`src/rtl/spi_seq.sv`:
```
// spi_seq: round-robin transfer sequencer driving an SPI master register bus
module spi_seq #(
  parameter int NREQ       = 2,
  parameter int LO_TIMEOUT = 64,
  parameter int HI_TIMEOUT = 65535
) (
  input  logic              clk,
  input  logic              rst,
  input  logic [NREQ-1:0]   req,
  input  logic [NREQ-1:0]   hold,
  input  logic [3*NREQ-1:0] cs_sel,
  input  logic [8*NREQ-1:0] tx,
  output logic [NREQ-1:0]   gnt,
  output logic [NREQ-1:0]   done,
  output logic [7:0]        rx,
  output logic              err,
  output logic              busy,
  output logic [2:0]        spi_ad,
  output logic [7:0]        spi_di,
  input  logic [7:0]        spi_do,
  output logic              spi_rw,
  output logic              spi_cs
);
  localparam int W = NREQ > 1 ? $clog2(NREQ) : 1;
  typedef enum logic [3:0] {IDLE, SEL, WR, WAITLO, WAITHI, RD, CAP, LOCK, DESEL} state_t;
  state_t state, state_n;
  logic [W-1:0] owner, rr, pick, idx;
  logic [15:0] cnt;
  logic [7:0] rx_q, tx_o;
  logic [2:0] cs_o;
  logic req_o, hold_o, timeout;
  always_comb begin
    pick = rr;
    idx = rr;
    for (int k = NREQ; k >= 1; k--) begin
      idx = W'((int'(rr) + k) % NREQ);
      if (req[idx]) pick = idx;
    end
  end
  always_comb begin
    cs_o = '0;
    tx_o = '0;
    req_o = 1'b0;
    hold_o = 1'b0;
    for (int i = 0; i < NREQ; i++) begin
      if (owner == W'(i)) begin
        cs_o = cs_sel[3*i +: 3];
        tx_o = tx[8*i +: 8];
        req_o = req[i];
        hold_o = hold[i];
      end
    end
  end
  // status reads are registered, so RDY is only trusted from the second poll cycle
  always_comb begin
    state_n = state;
    case (state)
      IDLE:    state_n = |req ? SEL : IDLE;
      SEL:     state_n = WR;
      WR:      state_n = WAITLO;
      WAITLO:  state_n = (cnt != 16'd0 && !spi_do[7]) ? WAITHI :
                         (cnt == 16'(LO_TIMEOUT - 1)) ? DESEL : WAITLO;
      WAITHI:  state_n = (cnt != 16'd0 && spi_do[7]) ? RD :
                         (cnt == 16'(HI_TIMEOUT - 1)) ? DESEL : WAITHI;
      RD:      state_n = CAP;
      CAP:     state_n = hold_o ? LOCK : DESEL;
      LOCK:    state_n = req_o ? WR : hold_o ? LOCK : DESEL;
      DESEL:   state_n = IDLE;
      default: state_n = IDLE;
    endcase
  end
  assign timeout = (state == WAITLO || state == WAITHI) && state_n == DESEL;
  always_ff @(posedge clk) state <= rst ? IDLE : state_n;
  always_ff @(posedge clk) begin
    if (rst) begin
      owner <= '0;
      rr <= W'(NREQ - 1);
      gnt <= '0;
      err <= 1'b0;
      rx_q <= 8'hFF;
      cnt <= 16'd0;
    end else begin
      cnt <= (state_n == state) ? cnt + 16'd1 : 16'd0;
      if (state == IDLE && state_n == SEL) begin
        owner <= pick;
        rr <= pick;
        gnt <= '0;
        gnt[pick] <= 1'b1;
        err <= 1'b0;
      end
      if (timeout) err <= 1'b1;
      if (state == CAP) rx_q <= spi_do;
      if (state == DESEL) gnt <= '0;
    end
  end
  // err is cleared at every grant, so in DESEL it marks a timeout of this transfer
  assign done = (state == CAP || (state == DESEL && err)) ? gnt : '0;
  assign rx = state == CAP ? spi_do : rx_q;
  assign busy = state != IDLE;
  assign spi_cs = state != IDLE && state != CAP && state != LOCK;
  assign spi_rw = !(state == SEL || state == WR || state == DESEL);
  assign spi_ad = (state == SEL || state == DESEL) ? 3'd3 : (state == WR || state == RD) ? 3'd1 : 3'd0;
  assign spi_di = state == SEL ? {4'b1000, 1'b1, cs_o} : state == WR ? tx_o : 8'h00;
endmodule

```
`config.mk`:
```
export PLATFORM = sky130hd
export DESIGN_NAME = spi_seq
export DESIGN_NICKNAME = d
export VERILOG_FILES = /design/src/rtl/spi_seq.sv
export SDC_FILE = /design/constraint.sdc
export NUM_CORES = 1
export LEC_CHECK = 0
export ABC_CLOCK_PERIOD_IN_PS = 3700
export CELL_PAD_IN_SITES_DETAIL_PLACEMENT = 1
export CELL_PAD_IN_SITES_GLOBAL_PLACEMENT = 1
export CORE_UTILIZATION = 37
export DETAILED_ROUTE_END_ITERATION = 7
export MAX_ROUTING_LAYER = met4
export PLACE_DENSITY_LB_ADDON = 0.1
export SYNTH_ARGS = -nofsm -noshare
export SYNTH_HDL_FRONTEND = slang
export SYNTH_SLANG_ARGS = --single-unit
export TNS_END_PERCENT = 30
```
`constraint.sdc`:
```
create_clock -name clk -period 3.7 [get_ports clk]
set_clock_uncertainty 0.15 [all_clocks]
set_input_delay 0.555 -clock clk [delete_from_list [all_inputs] [get_ports clk]]
set_output_delay 0.555 -clock clk [all_outputs]
set_load 0.01 [all_outputs]
```
==> qor.yml <==
timing.slew.headroom_pct: 52.1
dieWidth_um: 76.0
async_flop_share_pct: 0
cts_made_buffers: 5
ys_seq_area_share_pct: 32.6
area_delta_synth_final_pct: 38.2
r2r_end: "cnt[1]"
worstPathBufferInverterCount: 1
ctsRootBufferMaster: "clkbuf_8"
detail-route-antenna-nets: 0
synth_top_family_by_area: "simple AND/OR/NAND/NOR gates"
hp-class: "reg2reg"
finalCriticalPeriod_ns: 3.36
rsz0062_at_grt: "false"
synth_fp_nets: 264
start_kind: "register"
drt-total-wl_um: 5360
nets: 324
drv_slew: 0
dp.cells: 348
final_cells: 356
synth_ff_type: "dfxtp_1"
synth-compound-area-share_pct: 10.1
start_util_pct: 38.9
postCtsSetupRepairBufs: 0
cp-endpoint: "rx[0]"
num_rows: 26
crit_type: "reg2out"
ir_worst_vdd_mv: 0.312
yosys.area_share.simple_pct: 31.3
wire_per_inst_um: 15.1
fin_tns_setup_ns: 0
overflow: 0
avgSynthCellArea_um2: 9.01
cts_tree: "yes"
grt_util_all_layers_pct: 20.2
routed-via-count: 1836
io_pins: 63
n_antenna_cell: 0
status: "finished clean"
yosys.area_share.adder_pct: 1.85
core-area_um2: 5200
synth_cell_types: 47
hold_viol_final: 0
drv_cap: 0
cts_resized: 0
drtIter0Drc: 80
crit_required_ns: 2.99
numPortBuffers: 61
synth-xor-area-share_pct: 7.72
path_clk_slew_ns: 0.06
htreeDepth: 2
synthCells: 225
yosysTopAreaCell: "dfxtp_1"
drive_gt1_share_pct: 16.8
drcViolationCount: 0
reg2reg_slack_ns: 1.05
cp_slowest_cell: "dfxtp_1"
yosys_warnings: 0
yosys_register_bits: 33
reg2reg_from: "state[0]"
routabilityCongestion: 0.754
synth-edff-count: 0
startpoint: "state[1]"
postCtsHoldBufs: 0
critPathTopFamily: "simple AND/OR/NAND/NOR gates"
viasPerCell: 5.16
dp.final_hpwl_um: 4030
cts.sinks: 33
grt_pass1_vias: 1796
path_depth: 4
die_height_um: 76.0
synthMuxAreaShare_pct: 10.9
worstMarginPinSlew_ns: 0.712
syn_area_um2: 2030
clk_path_buf_depth: 2
ff2ff_path_depth: 7
critPathCaptureType: "output port"
die_area_um2: 5780
setup_violations: 0
synth_top_cell_area_share_pct: 32.6
fmax_ghz: 0.297
grt_pass1_wl_um: 9150
fin_hold_ws_ns: 0.385
critPathMaxFanout: 14
antenna_found_initial: 0
utilization_pct: 53.8
clk-insertion-delay-late_ns: 0.29
grt_start_max_net_pins: 18
yosys-top-cells-area: "dfxtp_1, mux2i_1, mux2_2"
drt_pass1_iterations: 3
post-route-period-util_pct: 90.9
cp_cell_sequence: "nand3b_1 -> nor2_1 -> mux2_2 -> clkdlybuf4s50_1"
arrival_ns: 2.66
cellPowerDensity_nw_per_um2: 470
p_leak_nw: 0.946
max_stage_delay_ns: 0.62
fillCellCount: 603
placed cells by master, fill, tap and decap left out, types with 6 or more instances in the layout:
master           count
dfxtp_1             33
nand3_1              9
nor2_1              22
nor3_2              10
or2_2                8
xnor2_1              9
inv_1               10
clkdlybuf4s50_1     61
nand2_1              7
nand4_1              6
a21oi_1              8
a211oi_1             7
xor2_1               7
nor3_1              11
mux2i_1             12
mux2_2               9
clkbuf_8             6
where the power goes:
| group | leakage [nW] | switching [mW] | internal, mW | total (mW) |
|---|---|---|---|---|
| combinational | 0.620 | 0.267 | 0.261 | 0.528 |
| sequential | 0.268 | 0.0555 | 0.382 | 0.438 |
| clock | 0.0585 | 0.132 | 0.219 | 0.351 |
| total | 0.946 | 0.455 | 0.862 | 1.32 |
worst min-delay path by stage:
stage | startpoint | end | cells past startpoint
3_5_place_dp | rr | rr | 1
6_report | cnt[0] | cnt[0] | 1
4_1_cts | cnt[0] | cnt[0] | 1
2_1_floorplan | cnt[0] | cnt[0] | 1
5_1_grt | cnt[0] | cnt[0] | 1
3_3_place_gp | rr | rr | 1
state kept, by name, indices dropped and copies added (netlist names):
register,flops
cnt,16
err,1
gnt,2
owner,1
rr,1
rx_q,8
state,4
routing by layer:
metal | up-vias | part of all wire [%] | GRT usage (%)
li1 | 931 | - | -
met2 | 25 | 49 | 33.5
met1 | 875 | 46 | 24.1
met4 | 0 | 0.69 | 3.85
met5 | - | 0 | -
met3 | 5 | 4.2 | 6.71
cells in the mapped netlist, types with 3 or more instances:
cell type	count
a211oi_1	7
a21oi_1	8
and3_1	3
clkbuf_1	5
dfxtp_1	33
ha_1	3
inv_1	10
mux2_2	9
mux2i_1	12
nand2_1	7
nand3_1	9
nand4_1	6
nor2_1	22
nor3_1	11
nor3_2	10
nor4_4	3
o21ai_0	4
o22ai_1	3
or2_2	8
xnor2_1	9
xor2_1	7
logic make-up (layout without fill, tap and decap cells):
logic type | count (synthesis) | in the layout
xor gates and xnor gates | 17 | 17
buffers and inverters | 22 | 83
AOI/OAI and AO/OA | 31 | 31
adders and majority gates | 3 | 3
and+or+nand+nor | 97 | 97
other | 1 | 1
muxes | 21 | 21
DFF | 33 | 33
stage by stage:
step	setup WS [ns]	power, mW	instance area, µm²
floorplan	1.42	0.762	2030
global placement	0.681	0.971	2690
detailed placement	0.682	0.976	2690
CTS	0.339	1.34	2800
global route	0.151	1.40	2800
finish	0.338	1.32	2800
cell type report:
type / count / area (µm²) / share of cell area (%)
multi-input combinational: 170 / 1260 / 44.9
sequential: 33 / 661 / 23.6
timing repair buffer: 65 / 641 / 22.9
tap: 70 / 87.6 / 3.13
clock buffer: 7 / 86.3 / 3.08
inverter: 10 / 37.5 / 1.34
clock inverter: 1 / 30.0 / 1.07
No activity file was read; power rests on OpenSTA's default activity.
